==> config.mk <==
export PLATFORM = sky130hd
export DESIGN_NAME = buzz_scheduler
export DESIGN_NICKNAME = d
export VERILOG_FILES = /design/src/rtl/buzz_scheduler.sv
export SDC_FILE = /design/constraint.sdc
export NUM_CORES = 1
export LEC_CHECK = 0
export ABC_AREA = 1
export CAP_MARGIN = 10
export CORE_AREA = 2 2 81 83
export CTS_CLUSTER_DIAMETER = 120
export DETAILED_ROUTE_END_ITERATION = 10
export DIE_AREA = 0 0 83 85
export PLACE_DENSITY = 0.83
export SLEW_MARGIN = 0
export SYNTH_ARGS = -nofsm -noshare
export SYNTH_HDL_FRONTEND = slang
export SYNTH_SLANG_ARGS = --single-unit
==> constraint.sdc <==
create_clock -name clk -period 4.1 [get_ports clk]
set_input_delay 0.82 -clock clk [delete_from_list [all_inputs] [get_ports clk]]
set_output_delay 0.82 -clock clk [all_outputs]
set_load 0.02 [all_outputs]
==> src/rtl/buzz_scheduler.sv <==
// Shares one piezo buzzer between three alert sources, playing each source's
// fixed on/off beep pattern by fixed priority and pulsing done on completion.
module buzz_scheduler #(
  parameter int unsigned UNIT_CYC = 5_000_000,
  parameter int unsigned TONE_DIV = 12_500
) (
  input  logic       clk,
  input  logic       rst,
  input  logic [2:0] req,
  output logic       buzzer,
  output logic [2:0] grant,
  output logic       busy,
  output logic [2:0] done
);

  localparam int unsigned DW = $clog2(4 * UNIT_CYC + 1);
  localparam int unsigned TW = (TONE_DIV > 1) ? $clog2(TONE_DIV) : 1;

  // Duration counters are loaded with length-1 and count down to zero.
  localparam logic [DW-1:0] ERR_ON  = DW'(1 * UNIT_CYC - 1);
  localparam logic [DW-1:0] ERR_OFF = DW'(1 * UNIT_CYC - 1);
  localparam logic [DW-1:0] ARR_ON  = DW'(4 * UNIT_CYC - 1);
  localparam logic [DW-1:0] ARR_OFF = DW'(1 * UNIT_CYC - 1);
  localparam logic [DW-1:0] EOT_ON  = DW'(2 * UNIT_CYC - 1);
  localparam logic [DW-1:0] EOT_OFF = DW'(2 * UNIT_CYC - 1);
  localparam logic [TW-1:0] TONE_LAST = TW'(TONE_DIV - 1);

  typedef enum logic [2:0] {IDLE, ARB, ON, OFF, DONE} state_t;

  state_t        state_q, state_d;
  logic [2:0]    req_q, pending, pending_d, rise, pick;
  logic [2:0]    grant_d, done_d;
  logic          buzzer_d, busy_d;
  logic [1:0]    rep_cnt, rep_d;
  logic [DW-1:0] dur_cnt, dur_d, on_ld, on_d, off_ld, off_d;
  logic [TW-1:0] tone_cnt, tone_d;

  function automatic logic [2:0] lowest_bit(input logic [2:0] v);
    return v & (~v + 3'd1);
  endfunction

  assign rise = req & ~req_q;
  assign pick = lowest_bit(pending);

  // NOTE: every variable gets a default before the case so no latch is inferred.
  always_comb begin
    state_d   = state_q;
    pending_d = pending | rise;
    grant_d   = grant;
    buzzer_d  = 1'b0;
    done_d    = 3'b000;
    rep_d     = rep_cnt;
    dur_d     = dur_cnt;
    tone_d    = tone_cnt;
    on_d      = on_ld;
    off_d     = off_ld;

    unique case (state_q)
      IDLE: begin
        if (pending != 3'b000) begin
          state_d   = ARB;
          grant_d   = pick;
          pending_d = (pending & ~pick) | rise;
        end
      end
      ARB: begin
        case (grant)
          3'b001:  begin on_d = ERR_ON; off_d = ERR_OFF; rep_d = 2'd3; end
          3'b010:  begin on_d = ARR_ON; off_d = ARR_OFF; rep_d = 2'd1; end
          default: begin on_d = EOT_ON; off_d = EOT_OFF; rep_d = 2'd2; end
        endcase
        state_d  = ON;
        dur_d    = on_d;
        buzzer_d = 1'b1;
        tone_d   = '0;
      end
      ON: begin
        buzzer_d = buzzer;
        if (tone_cnt == TONE_LAST) begin
          buzzer_d = ~buzzer;
          tone_d   = '0;
        end else begin
          tone_d = tone_cnt + TW'(1);
        end
        if (dur_cnt == '0) begin
          state_d  = OFF;
          dur_d    = off_ld;
          buzzer_d = 1'b0;
        end else begin
          dur_d = dur_cnt - DW'(1);
        end
      end
      OFF: begin
        if (dur_cnt == '0) begin
          rep_d = rep_cnt - 2'd1;
          if (rep_cnt == 2'd1) begin
            state_d = DONE;
            done_d  = grant;
          end else begin
            state_d  = ON;
            dur_d    = on_ld;
            buzzer_d = 1'b1;
            tone_d   = '0;
          end
        end else begin
          dur_d = dur_cnt - DW'(1);
        end
      end
      DONE: begin
        grant_d = 3'b000;
        if (pending != 3'b000) begin
          state_d   = ARB;
          grant_d   = pick;
          pending_d = (pending & ~pick) | rise;
        end else begin
          state_d = IDLE;
        end
      end
      default: state_d = IDLE;
    endcase

    busy_d = (state_d != IDLE);
  end

  // NOTE: sequential state uses non-blocking assignments so all registers
  // update together from the values computed in the previous cycle.
  always_ff @(posedge clk or negedge rst) begin
    if (!rst) begin
      state_q  <= IDLE;
      req_q    <= 3'b000;
      pending  <= 3'b000;
      grant    <= 3'b000;
      buzzer   <= 1'b0;
      busy     <= 1'b0;
      done     <= 3'b000;
      rep_cnt  <= 2'd0;
      dur_cnt  <= '0;
      tone_cnt <= '0;
      on_ld    <= '0;
      off_ld   <= '0;
    end else begin
      state_q  <= state_d;
      req_q    <= req;
      pending  <= pending_d;
      grant    <= grant_d;
      buzzer   <= buzzer_d;
      busy     <= busy_d;
      done     <= done_d;
      rep_cnt  <= rep_d;
      dur_cnt  <= dur_d;
      tone_cnt <= tone_d;
      on_ld    <= on_d;
      off_ld   <= off_d;
    end
  end

endmodule

Word-level counts from Yosys, hierarchy flattened
Index checks and enable logic that the tools add are counted.
{"block": "totals", "regBits": 108, "input_bits": 5, "out_inout_bits": 8}
{"block": "op_classes", "add_sub_neg": 4, "n_eq_ne": 13, "n_mux": 32, "bitwise": 9, "n_reduce_logical": 13}
{"cell": "two-way mux 25 bit", "count": 3}
{"cell": "case mux 25 bit (3 select lines)", "count": 1}
{"cell": "case mux 25 bit (2 select lines)", "count": 1}
{"cell": "two-way mux 14 bit", "count": 3}
{"cell": "case mux 14 bit (3 select lines)", "count": 1}
{"cell": "two-way mux 3 bit", "count": 11}
{"cell": "logical NOT 25 bit", "count": 1}
{"cell": "subtractor 25 x 1 -> 25 bit (second input constant)", "count": 1}
{"cell": "two-way mux 24 bit", "count": 1}
{"cell": "case mux 3 bit (5 select lines)", "count": 1}
{"cell": "adder 14 x 1 -> 14 bit (second input constant)", "count": 1}
{"cell": "== test 14 bit (second input constant)", "count": 1}
{"cell": "AND 3 bit", "count": 3}
{"cell": "== test 3 x 2 -> 1 bit (second input constant)", "count": 3}
{"cell": "NOT 3 bit", "count": 3}
{"cell": "nonzero test 3 bit", "count": 3}
{"cell": "case mux 2 bit (2 select lines)", "count": 2}
{"cell": "== test 3 x 1 -> 1 bit (second input constant)", "count": 2}
{"cell": "inequality test 2 bit (second input constant)", "count": 3}
{"cell": "inequality test 3 bit (second input constant)", "count": 2}
{"cell": "OR 3 bit", "count": 2}
{"cell": "case mux 3 bit (2 select lines)", "count": 1}
{"cell": "AND reduction 2 bit", "count": 3}
{"cell": "two-way mux 1 bit", "count": 5}
{"cell": "other kinds (11)", "count": 13}

Depth between registers and ports, before layout
Gate-level depths: netlist of the first run.
{"block": "logic_depth", "depth_word": 8, "depth_mapped": 12, "depth_no_buf": 12}

Least setup slack after synthesis of the first run
No wires, ideal clock.
{"block": "synth_path", "kind": "flip-flop to flip-flop", "from": "register dur_cnt[0]", "to": "register tone_cnt[11]", "arrival_time_ns": 1.487, "path_slack_ns": 2.488, "stages_incl_launch_ff": 11, "path_cell_list": "dfrtp_1 > inv_1 > ha_1 > nand3_1 > nor2_4 > nand3_4 > nand2_2 > nand2_2 > nor2_2 > buf_6 > o22ai_2"}
{"block": "synth_via", "elab_chain_len": 3}
{"item": "start, declared", "line": "35", "text": "logic [DW-1:0] dur_cnt, dur_d, on_ld, on_d, off_ld, off_d;"}
{"item": "start signal, assigned", "line": "150", "text": "dur_cnt <= dur_d;"}
{"item": "logical NOT 25 bit", "line": "94", "text": "if (dur_cnt == '0) begin"}
{"item": "inequality test 2 bit (no source line)"}
{"item": "AND reduction 3 bit (no source line)"}
{"item": "end signal, assigned", "line": "151", "text": "tone_cnt <= tone_d;"}
{"item": "end, declared", "line": "36", "text": "logic [TW-1:0] tone_cnt, tone_d;"}
Every way passes these cells.
A chain may end at the register's enable or synchronous reset.

Worst setup path in the final report of the first run
{"block": "layout_path", "from": "register dur_cnt[0]", "to": "register tone_cnt[13]"}
Same word-level chain as after synthesis.

==> metrics list, run 1 <==
- The flow ran to the end, and the final reports show no timing, DRC or antenna violations.
- Of the cells placed in the final design, the portion with a size suffix greater than 1 is 0.114.
- The number of max-slew violations in the final report was 0.
* Critical Path Max Stage Delay: 0.55 ns
- Max-cap violations in this run came to 0.
- Slowest cell on the critical path: sky130_fd_sc_hd__nor2_2
* Critical Path End: tone_cnt[13]$_DFFE_PN0P_
- Number of nets in the synthesized netlist: 548
- Wire length reported by the detailed router: between 9000 and 10000 microns
- Terminus of the critical flop-to-flop path: tone_cnt[13]$_DFFE_PN0P_
* Startpoint of the worst register-to-register path: dur_cnt[0]$_DFFE_PN0P_
- Setup repair after global routing left no endpoint under its margin.
- Once routing completed, OpenROAD measured the worst setup slack at around 1.6 ns.
- Seq cells post-synth: 65
- At the worst endpoint, the required time is about 4.4 ns.
- In this run the worst path has a maximum fanout of 24.
* Library cell with the largest summed area after synthesis: sky130_fd_sc_hd__dfrtp_1
- Path type of the worst setup path: reg2reg
* First-pass iteration count of the detailed router: 5
* Post-synth ARST share: 1.00
* Final antenna-violating net count: 0
* Number of setup buffers added after CTS: 0
- The die covers between 7000 and 8000 sq um.
- In this run the power density over the cells is about 300 nW/um^2.
* Final min period: roughly 2.5 ns
* Global-route wire length before repair: ~16000 microns
- Largest net degree at the start of global routing: 34
- # H-tree levels: 3
- Depth of the worst register-to-register path: 11
- Synthesis produced around 540 cells.
- Of the total power, the share spent switching nets is 0.216.
- Antenna violations before repair: 0
* Worst ir drop on vdd: 309 uV
* Part of the Yosys area used for sequential elements: 0.411
- Post-layout net count: 565
* Vert. Die Dim: 85 microns
- Count of input and output buffers: 12
- Most instantiated flip-flop cell in the synthesis netlist: sky130_fd_sc_hd__dfrtp_1
- Clock-pin slew was measured on the worst setup and hold paths at 0.08 ns.
* Floorplan Core Area: slightly above 6000 sq um
- By count the netlist is led by sky130_fd_sc_hd__nand2_1 (120), sky130_fd_sc_hd__nor2_1 (88), sky130_fd_sc_hd__inv_1 (67), sky130_fd_sc_hd__dfrtp_1 (65), sky130_fd_sc_hd__nand3_1 (40).
* Final Total Pwr: 1280 uW
* Slew at the pin closest to its max-slew limit: about 0.73 ns
* Type of element launching the critical path: register
- Of the total power, the clock network draws 0.486.
* Top-count cell post-synth: sky130_fd_sc_hd__nand2_1
- 0 antenna diodes ended up in the layout.
- Area share of the leading cell type in the synthesized netlist: 0.411
- Clock tree synthesis found a total of 65 sinks.
* Synth cell types: 37
* Worst hold-check slack: 0.429 ns
- WP data arrival: ~2.7 ns
- Net switching power: approximately 280 uW
* Number of placed I/O pins: 13
- CTS resizes: 0
* Post-CTS Hold Buffers: 0
- The worst register-to-register path has a setup slack of 1.62 ns.
- After synthesis the cells add up to 3950 sq um.
- The tree is rooted in a sky130_fd_sc_hd__clkbuf_8.
- Effective utilization at floorplan: 0.637
- Hold Path Class: reg2reg
- Site row count: 29
* Lkg Pwr: ~0.0022 uW
- Internal power summed over all cells: roughly 1000 uW
* Total global routing overflow: 0
- Clock tree from TritonCTS: done
- Number of flops mapped to enable cells by yosys: 0
- The signal on the critical path passes through inv_1 -> ha_1 -> nand3_1 -> nor2_4 -> nand3_4 -> nand2_2 -> nand2_2 -> nor2_2 -> inv_1 -> nand2_1 -> nand2_1.
- The number of hold violations in the final report is 0.
- The most critical setup path has its startpoint at dur_cnt[0]$_DFFE_PN0P_.
- Setup TNS Final: 0 ns
* Average vias per placed instance: between 5 and 6
- STA classifies the critical path endpoint as a register.
- Max transition margin: 0.510
* Dominant cells by area after synthesis: sky130_fd_sc_hd__dfrtp_1 (41%), sky130_fd_sc_hd__nand2_1 (11%), sky130_fd_sc_hd__nor2_1 (8.4%)
- At the placement stage, the worst setup path has a slack of about 1.7 ns.
* Horizontal die dimension: between 80 and 90 microns
- In the routed design, unresolved DRC markers number 0.
- Across all layers, the routed design uses around 3800 vias.
- In the global route stage, overall resource usage came out at 0.290.
- Relative to the synthesized area, the layout overhead comes to 9.87%.
- Total setup violations reported at the end of the flow: 0
- Post-synthesis average cell area: roughly 7.3 sq um
- Initial DRC Count: ~400
* Final period utilization: 0.604
- The via count of the first global-routing pass came to ~3600.
* Post-DR wirelength/cell: ~15 microns
- During synthesis, Yosys emitted a total of 0 warnings.
* Max clock buf depth: 2
* Clk Latency, worst-skew pair: around 0.36 ns
- Once detailed placement completed, the half-perimeter wirelength came to 6820 microns.
* Logic gate share of total power: 0.013
- The share of total power dissipated in sequential elements is 0.501.
* Fin Clk Skew: around 0.010 ns
- Routability congestion estimate: around 0.95
- Timing would allow up to approximately 0.40 GHz.
- CTS buffer count: 9
registers in the layout (all words and copies together), names as in the netlist:
name,cells
dur_cnt,25
rep_cnt,2
tone_cnt,14
on_ld,7
grant,3
done,3
state_q,3
pending,3
busy,1
buzzer,1
req_q,3
worst max-delay path: cells and delay by family (launching register included):
| kind | cells | cell delay, ns |
|---|---|---|
| adders and majority gates | 1 | 0.22 |
| buffers and inverters | 2 | 0.31 |
| DFF | 1 | 0.36 |
| and+or+nand+nor | 8 | 1.50 |
stage by stage:
stage	cells	cell area, sq um	util
final	638	4340	0.700
after detailed placement	622	4120	0.663
after floorplan	539	3950	-
after CTS	638	4340	0.700
after global routing	638	4340	0.700
after global placement	622	4120	0.663
cell usage in the layout, fill, tap and decap left out, types with 2 or more instances in the layout:
| master | synthesis | routed |
|---|---|---|
| sky130_fd_sc_hd__nor2_2 | 12 | 12 |
| sky130_fd_sc_hd__o22ai_1 | 2 | 2 |
| sky130_fd_sc_hd__buf_4 | 0 | 2 |
| sky130_fd_sc_hd__nand2_2 | 5 | 5 |
| sky130_fd_sc_hd__xor2_1 | 10 | 10 |
| sky130_fd_sc_hd__nand3_1 | 40 | 40 |
| sky130_fd_sc_hd__nor2_4 | 4 | 4 |
| sky130_fd_sc_hd__clkdlybuf4s50_1 | 0 | 11 |
| sky130_fd_sc_hd__a21oi_1 | 21 | 21 |
| sky130_fd_sc_hd__nand3b_1 | 2 | 2 |
| sky130_fd_sc_hd__xnor2_1 | 4 | 4 |
| sky130_fd_sc_hd__nor3_1 | 8 | 8 |
| sky130_fd_sc_hd__o22ai_2 | 3 | 3 |
| sky130_fd_sc_hd__o21ai_0 | 29 | 29 |
| sky130_fd_sc_hd__nand4_1 | 15 | 15 |
| sky130_fd_sc_hd__nand4_2 | 2 | 2 |
| sky130_fd_sc_hd__bufinv_16 | 0 | 2 |
| sky130_fd_sc_hd__nor2_1 | 88 | 88 |
| sky130_fd_sc_hd__o21ai_2 | 10 | 10 |
| sky130_fd_sc_hd__inv_2 | 2 | 2 |
| sky130_fd_sc_hd__clkbuf_8 | 0 | 10 |
| sky130_fd_sc_hd__o211ai_1 | 3 | 3 |
| sky130_fd_sc_hd__o21ai_1 | 4 | 4 |
| sky130_fd_sc_hd__dfrtp_1 | 65 | 65 |
| sky130_fd_sc_hd__inv_1 | 67 | 67 |
| sky130_fd_sc_hd__nand2_1 | 120 | 120 |
| sky130_fd_sc_hd__ha_1 | 4 | 4 |
worst min-delay path by stage:
stage | cells past startpoint | start | slack, ns | endpoint
2_1_floorplan | 1 | req_q[1]$_DFF_PN0_ | 0.40 | pending[1]$_DFF_PN0_
3_3_place_gp | 1 | req_q[2]$_DFF_PN0_ | 0.41 | pending[2]$_DFF_PN0_
3_5_place_dp | 1 | req_q[2]$_DFF_PN0_ | 0.43 | pending[2]$_DFF_PN0_
4_1_cts | 1 | req_q[2]$_DFF_PN0_ | 0.44 | pending[2]$_DFF_PN0_
5_1_grt | 1 | req_q[2]$_DFF_PN0_ | 0.44 | pending[2]$_DFF_PN0_
6_report | 1 | req_q[2]$_DFF_PN0_ | 0.43 | pending[2]$_DFF_PN0_
per-layer routing:
metal,global-route usage,routed length [microns],vias to the layer above
met5,0,0,-
met4,0.149,307,0
met3,0.0360,706,29
met2,0.478,4650,193
met1,0.378,4000,1760
li1,-,-,1773
cell families after synthesis:
group	synth area share
xor gates and xnor gates	0.0310
AOI/OAI and AO/OA	0.113
adders and majority gates	0.0127
and+or+nand+nor	0.348
DFF	0.411
buffers and inverters	0.0842
final cells by class:
type	instances	area [sq um]
Clock buffer	10	138
Clock inverter	6	90.1
Fill cell	493	1860
Inverter	71	269
Multi-Input combinational cell	395	1990
Sequential cell	65	1630
Tap cell	77	96.3
Timing Repair Buffer	14	130
power by group through the flow:
stage	registers (uW)	clock network (uW)	logic [uW]
floorplan	655	0	0.480
global placement	655	0	17.5
detailed placement	655	0	17.9
CTS	643	631	18.0
global route	642	657	20.8
finish	643	624	16.8
(Power assumes the default switching activity.)
==> run 2, diff against run 1 <==
- CORE_AREA: 2 2 81 83 -> 2 2 83 85
- DIE_AREA: 0 0 83 85 -> 0 0 85 87
- PLACE_DENSITY: 0.83 -> 0.79
- clock period: 4.1 -> 2.6 ns (I/O delays scaled with it)
==> metrics list, run 2 (synthesized netlist as in run 1, its figures left out) <==
- Switching part of the total power: 0.223 (+0.00704)
* WP data arrival: 2.26 ns (-0.47 ns)
* Clock tree from TritonCTS: done
* Worst ir drop on vdd: 344 uV (+11%)
* Total vias in the final route: 3627 (-3.4%)
- The average detailed-routed wire length per instance came to 14.4 microns (-5.0%).
- On the critical path, the stage with the largest delay is an instance of sky130_fd_sc_hd__dfrtp_1.
- CTS resizes: 0 (unchanged)
- Lkg Pwr: 0.00218 uW (+0.58%)
* Horizontal die dimension: 85 microns (+2.4%)
- Commonest non-fill, non-tap cells in the layout: sky130_fd_sc_hd__nand2_1 (120), sky130_fd_sc_hd__nor2_1 (88), sky130_fd_sc_hd__inv_1 (67)
- The final-layout setup total negative slack was 0 ns (unchanged).
- Internal power summed over all cells: 1570 uW (+56%)
* Critical Path End: dur_cnt[0]$_DFFE_PN0P_
- Max-slew violation count: 0 (unchanged)
- Final period utilization: 0.780 (+0.176)
- The initial antenna violation count was 0 (unchanged).
- CP required: 2.83 ns (-1.53 ns)
* Path type of the worst setup path: reg2reg
- First-pass iteration count of the detailed router: 5 (unchanged)
- The global placement routability congestion was 0.933 (-1.7%).
- Post-route DRC violation count: 0 (unchanged)
- The total routed wirelength is 9280 microns (-3.9%).
- The number of clock sinks came to 65 (unchanged).
* Average vias per placed instance: 5.62 (-4.5%)
- Setup repair after global routing left no endpoint under its margin.
- Slew at the pin closest to its max-slew limit: 0.820 ns (+0.0854 ns)
* Power share of the clock group: 0.484 (-0.002)
* HPWL Detailed: 6860 microns (+0.55%)
- Final antenna-violating net count: 0 (unchanged)
* R2r setup slk: 0.57 ns (-1.05 ns)
* Count of input and output buffers: 12 (unchanged)
* Final standard cell count with taps included and fillers excluded: 645 (+1.1%)
* Outcome: completed
- Compared with the post-synthesis result, the final layout area differs by 10.7%.
* Total GRT Usage: 0.268 (-0.0215)
* Fill cells: 551 (+12%)
- The CTS buffer count is 9 (unchanged).
- Effective utilization at floorplan: 0.602 (-0.0353)
* Most common cell after layout, fill and taps aside: sky130_fd_sc_hd__nand2_1
* Initial DRC Count: 220 (-45%)
* # H-tree levels: 3 (unchanged)
* Depth of the worst register-to-register path: 10 (-1)
- The largest clock skew in the final design came to 0.00764 ns (-0.00269 ns).
- The via count of the first global-routing pass is 3397 (-4.3%).
* Clock transition time at the flip-flop clock pins of the worst setup and hold paths: 0.08 ns (about the same)
- # diodes: 0 (unchanged)
- Largest net degree at the start of global routing: 38 (+12%)
- Number of placed I/O pins: 13 (unchanged)
- Terminus of the critical flop-to-flop path: dur_cnt[0]$_DFFE_PN0P_
* Worst hold-check slack: 0.268 ns (-0.162 ns)
* Crit path cell chain: inv_1 -> ha_1 -> nand3_1 -> nor2_4 -> nand3_4 -> buf_4 -> nor3_1 -> nor2_1 -> o21ai_0 -> o21ai_2
- Clk Latency, worst-skew pair: 0.35 ns (about the same)
* Vert. Die Dim: 87 microns (+2.4%)
- Final hold violation count: 0 (unchanged)
* Die area: 7400 sq um (+4.8%)
- The maximum single-stage delay on the critical path is 0.36 ns (-0.19 ns).
- The tightest min-delay check is of the in2async type.
- The worst register-to-register path begins at dur_cnt[0]$_DFFE_PN0P_.
* Ratio of total power to cell area: 461 nW/um^2 (+56%)
* Max transition margin: 0.453 (-0.0569)
* Total setup violations reported at the end of the flow: 0 (unchanged)
- Post-CTS Hold Buffers: 0 (unchanged)
- Ranked by flip-flop count, first place goes to dur_cnt.
- Buffer cell driving the clock tree root: sky130_fd_sc_hd__clkbuf_8
- The net load switching power is 450 uW (+62%).
- Post-layout net count: 569 (+0.71%)
- STA classifies the critical path startpoint as a register.
- The maximum buffer depth of the clock tree came to 2 (unchanged).
- In the final layout, the registers with the most flip-flops are dur_cnt x25, tone_cnt x14, on_ld x7.
- The largest fanout on the critical path came to 23 (-4.2%).
- The post-route core utilization was 0.666 (-0.0337).
* Global-route wire length before repair: 15700 microns (-3.3%)
* Worst slack, placed: 0.579 ns (-1.07 ns)
- Logic gate share of total power: 0.014 (about the same)
- The flip-flop count of the largest register after layout was 25 (unchanged).
* Sort of element at the end of the critical path: register
- The shortest period the worst path allows is 2.03 ns (-0.448 ns).
* Sequential cell fraction of total power: 0.502 (about the same)
- Worst Setup Slack, final: 0.572 ns (-1.05 ns)
- The maximum achievable frequency came to 0.493 GHz (+22%).
- The cell count after placement was 629 (+1.1%).
- Launch point of the critical path: dur_cnt[0]$_DFFE_PN0P_
- The post-CTS setup repair buffer count is 0 (unchanged).
* Site row count: 30 (+3.4%)
- Max-capacitance violation count: 0 (unchanged)
- The share of cells above drive strength 1 was 0.120 (+0.00627).
- Floorplan Core Area: 6570 sq um (+5.9%)
- Total global routing overflow: 0 (unchanged)
[run 2: changes by cell type in the layout (fill, tap and decap cells not counted)]
cell,previous run,this run
sky130_fd_sc_hd__inv_6,1,0
sky130_fd_sc_hd__inv_8,0,1
sky130_fd_sc_hd__clkbuf_8,10,9
sky130_fd_sc_hd__clkinv_4,1,2
sky130_fd_sc_hd__buf_4,2,6
sky130_fd_sc_hd__clkinvlp_4,1,2
sky130_fd_sc_hd__clkinv_2,1,0
[run 2: area by class of cell]
type | count | area, sq um | share of cell area
Clock buffer | 9 | 124 | 0.0283
Clock inverter | 7 | 104 | 0.0237
Inverter | 71 | 269 | 0.0614
Multi-Input combinational cell | 395 | 1990 | 0.456
Sequential cell | 65 | 1630 | 0.372
Tap cell | 80 | 100 | 0.0229
Timing Repair Buffer | 18 | 160 | 0.0366
[run 2: worst min-delay path by stage]
stage / start / endpoint / slack, ns / cells after the start
2_1_floorplan: rst / busy$_DFF_PN0_ / 0.22 / 0
3_3_place_gp: req_q[2]$_DFF_PN0_ / pending[2]$_DFF_PN0_ / 0.41 / 1
3_5_place_dp: req_q[2]$_DFF_PN0_ / pending[2]$_DFF_PN0_ / 0.43 / 1
4_1_cts: rst / dur_cnt[11]$_DFFE_PN0P_ / 0.29 / 1
5_1_grt: rst / dur_cnt[21]$_DFFE_PN0P_ / 0.34 / 1
6_report: rst / dur_cnt[17]$_DFFE_PN0P_ / 0.27 / 1
[run 2: per-layer routing]
metal  vias up  wire length (microns)  track usage
li1       1781                      -            -
met1      1679                   4130        0.376
met2       148                   4220        0.415
met3        19                    733       0.0512
met4         0                    207       0.0996
met5         -                      0            0
[run 2: through the flow]
stage	cell area, sq um	total power (uW)
6_report	4380	2020
5_1_grt	4380	2080
2_1_floorplan	3950	1030
3_5_place_dp	4150	1060
4_1_cts	4380	2030
3_3_place_gp	4150	1060
[run 2: power groups by stage]
| stage | combinational, uW | sequential, uW | clock [uW] |
|---|---|---|---|
| CTS | 30.8 | 1010 | 989 |
| finish | 28.9 | 1010 | 977 |
| floorplan | 0.756 | 1030 | 0 |
| detailed placement | 30.8 | 1030 | 0 |
| global placement | 30.0 | 1030 | 0 |
| global route | 34.6 | 1010 | 1030 |
[run 2: worst max-delay path, delay by kind of cell (launching register included)]
kind	cells	cell delay (ns)
buf+inv	2	0.36
compound gates	2	0.20
fa+ha+maj	1	0.22
simple gates	5	0.77
flops	1	0.36
==> run 3, diff against run 2 <==
- CORE_AREA: 2 2 83 85 -> 2 2 88 90
- DIE_AREA: 0 0 85 87 -> 0 0 90 92
- PLACE_DENSITY: 0.79 -> 0.74
- clock period: 2.6 -> 1.65 ns (I/O delays scaled with it)
==> metrics list, run 3 (synthesized netlist as in run 1, its figures left out) <==
- Final period utilization: 1.06 (+0.279)
- The global routing stage identified its most utilized layer as met2.
- Total GRT Usage: 0.286 (+0.0178)
- The number of clock sinks came to 65 (unchanged).
- The global routing usage on met2 was 0.478 (+0.0626).
- The setup slack after placement came to -0.136 ns (-0.715 ns).
- The DRC marker count from the first detailed-route iteration is 350 (+59%).
- TritonCTS built the clock tree.
* Total global routing overflow: 0 (unchanged)
- The standard cell core area was 7450 sq um (+13%).
- Worst Setup Slack, final: -0.0974 ns (-0.669 ns)
- Routability congestion estimate: 0.935 (+0.18%)
- Buffer cell driving the clock tree root: sky130_fd_sc_hd__clkbuf_8
* CTS buffer count: 9 (unchanged)
- The minimum setup slack among reg-to-reg paths was -0.1 ns (-0.67 ns).
* Sequential cell area: 1630 sq um (unchanged)
- The area growth from synthesis to layout is 36.2%.
- The flip-flop count of the largest register after layout came to 25 (unchanged).
- Area of the multi-input gates: 2270 sq um (+14%)
* Largest net degree at the start of global routing: 66 (+74%)
* Total setup violations reported at the end of the flow: 37 (+37)
- The via count of the first global-routing pass is 3905 (+15%).
* Total vias in the final route: 4092 (+13%)
- The leakage component of the power came to 0.00274 uW (+25%).
- Slew at the pin closest to its max-slew limit: 0.465 ns (-0.355 ns)
* Vert. Die Dim: 92 microns (+5.7%)
- Most flop-heavy register: dur_cnt
- Post-DR wirelength/cell: 15.3 microns (+6.0%)
- The data required time of the critical path came to 1.95 ns (-0.88 ns).
* Max transition margin: 0.690 (+0.236)
* WP data arrival: 2.05 ns (-0.21 ns)
* Clock transition time at the flip-flop clock pins of the worst setup and hold paths: 0.08 ns (about the same)
- Worst ir drop on vdd: 754 uV (+120%)
- The final reports fail on setup timing.
- The number of fill cells in the layout came to 566 (+2.7%).
- The width of the die is 90 microns (+5.9%).
* Final standard cell count with taps included and fillers excluded: 752 (+17%)
- The number of input and output port buffers inserted came to 12 (unchanged).
- The routed via count divided by cell count was 5.44 (-3.2%).
- The largest clock skew in the final design came to 0.0118 ns (+0.00419 ns).
* Post-route DRC violation count: 0 (unchanged)
- Die area: 8280 sq um (+12%)
- Max-slew violation count: 0 (unchanged)
- Biggest fanout along the worst timing path: 6 (-74%)
* Post-layout net count: 654 (+15%)
* Effective utilization at floorplan: 0.531 (-0.0710)
- The cell count after placement came to 723 (+15%).
- The maximum achievable frequency is 0.572 GHz (+16%).
* Met3 track demand over resource in global routing: 0.0378 (-0.0134)
* Hold Path Class: in2reg
- Registers with the highest flip-flop counts: dur_cnt x25, tone_cnt x14, on_ld x7
- Max clock buf depth: 2 (unchanged)
- Site row count: 32 (+6.7%)
* Path type of the worst setup path: reg2reg
* Most common cell after layout, fill and taps aside: sky130_fd_sc_hd__nand2_1
- Unrepaired setup endpoints after global routing: yes
* Type of element launching the critical path: register
* Final antenna-violating net count: 0 (unchanged)
* Global-route wire length before repair: 18600 microns (+18%)
- Core utilization of the finished layout: 0.723 (+0.0566)
- The flow ran to the end, but the final reports show violations.
- The detailed placer's ending HPWL is 7970 microns (+16%).
- Antenna violations before repair: 0 (unchanged)
- # H-tree levels: 3 (unchanged)
- The total routed wirelength is 11500 microns (+24%).
* Met1 Usage GRT: 0.374 (-0.00160)
- Clk Latency, worst-skew pair: 0.37 ns (+0.02 ns)
- The number of diodes added for antenna fixing was 0 (unchanged).
* Final min period: 1.75 ns (-0.281 ns)
- The top cell types in the final layout, fill and taps aside, are sky130_fd_sc_hd__nand2_1 (107), sky130_fd_sc_hd__buf_4 (75), sky130_fd_sc_hd__nor2_1 (66).
* Final hold violation count: 0 (unchanged)
- Fraction of final layout cells sized beyond drive strength 1: 0.317 (+0.197)
- The first-pass iteration count of the detailed router was 5 (unchanged).
* Number of placed I/O pins: 13 (unchanged)
- The total of max-cap violations was 0 (unchanged).
- The total power divided by cell area came to 597 nW/um^2 (+30%).
- Sort of element at the end of the critical path: register
[run 3: cell count changes in the layout (fill, tap and decap cells not counted), moves of 5 or more]
cell,previous run,this run
sky130_fd_sc_hd__nor2_1,88,66
sky130_fd_sc_hd__nand2_1,120,107
sky130_fd_sc_hd__nand2_2,5,13
sky130_fd_sc_hd__clkdlybuf4s50_1,11,6
sky130_fd_sc_hd__nor2_2,12,27
sky130_fd_sc_hd__buf_4,6,75
sky130_fd_sc_hd__nor2_4,4,12
sky130_fd_sc_hd__o21ai_0,29,22
sky130_fd_sc_hd__buf_6,0,12
[run 3: layout make-up]
| class | count | area share |
|---|---|---|
| tap | 102 | 0.0237 |
| timing repair buffer | 102 | 0.160 |
| sequential | 65 | 0.302 |
| clock buffer | 9 | 0.0230 |
| inverter | 71 | 0.0509 |
| clock inverter | 7 | 0.0191 |
| multi-input combinational | 396 | 0.421 |
[run 3: per-stage QoR]
step                      area [sq um]  setup TNS (ns)  hold slack, ns  total power [uW]
final                             5390           -1.38           0.415              3220
after global routing              5390           -4.86           0.436              3290
after CTS                         5220          -0.576           0.421              3220
after detailed placement          4740           -3.21           0.375              1680
after global placement            4740           -1.93           0.377              1680
after floorplan                   3950               0          0.0344              1630
[run 3: metal layers]
layer / vias up / share of wire
li1: 1951 / -
met1: 1961 / 0.43
met2: 151 / 0.48
met3: 29 / 0.061
met4: 0 / 0.030
met5: - / 0
[run 3: final timing paths]
path,start,to,cells after the start
worst max-delay path,dur_cnt[0]$_DFFE_PN0P_,dur_cnt[11]$_DFFE_PN0P_,10
worst min-delay path,req[1],req_q[1]$_DFF_PN0_,1
worst max register to register,dur_cnt[0]$_DFFE_PN0P_,dur_cnt[11]$_DFFE_PN0P_,10
worst min register to register,req_q[2]$_DFF_PN0_,pending[2]$_DFF_PN0_,1
max in group asynchronous,rst,on_ld[19]$_DFFE_PN0P_,3
min in group asynchronous,rst,dur_cnt[14]$_DFFE_PN0P_,3
[run 3: what timing repair did]
| action | 4_1_cts | 5_1_grt |
|---|---|---|
| endpoints found under the hold margin | 13 | 0 |
| setup endpoints to repair | 46 | 46 |
| pin swaps | 16 | 18 |
| resized for setup | 51 | 48 |
| hold buffers | 1 | 0 |
| gates cloned | 1 | 0 |
| buffers inserted | 9 | 2 |
[run 3: report_power, final]
group / total (uW) / internal (uW) / switching [uW]
combinational: 47.8 / 14.1 / 33.7
sequential: 1600 / 1600 / 0.718
clock: 1570 / 865 / 708
total: 3220 / 2470 / 742
[run 3: critical path, stage by stage, from the launching register on]
cell and delay [ns]:
sky130_fd_sc_hd__dfrtp_1 0.38, sky130_fd_sc_hd__inv_2 0.09, sky130_fd_sc_hd__buf_6 0.13, sky130_fd_sc_hd__nand3_4 0.09
sky130_fd_sc_hd__buf_4 0.15, sky130_fd_sc_hd__nor2_2 0.08, sky130_fd_sc_hd__buf_4 0.17, sky130_fd_sc_hd__nand3b_1 0.18
sky130_fd_sc_hd__o211ai_1 0.23, sky130_fd_sc_hd__nand3_1 0.10, sky130_fd_sc_hd__nand2_1 0.08
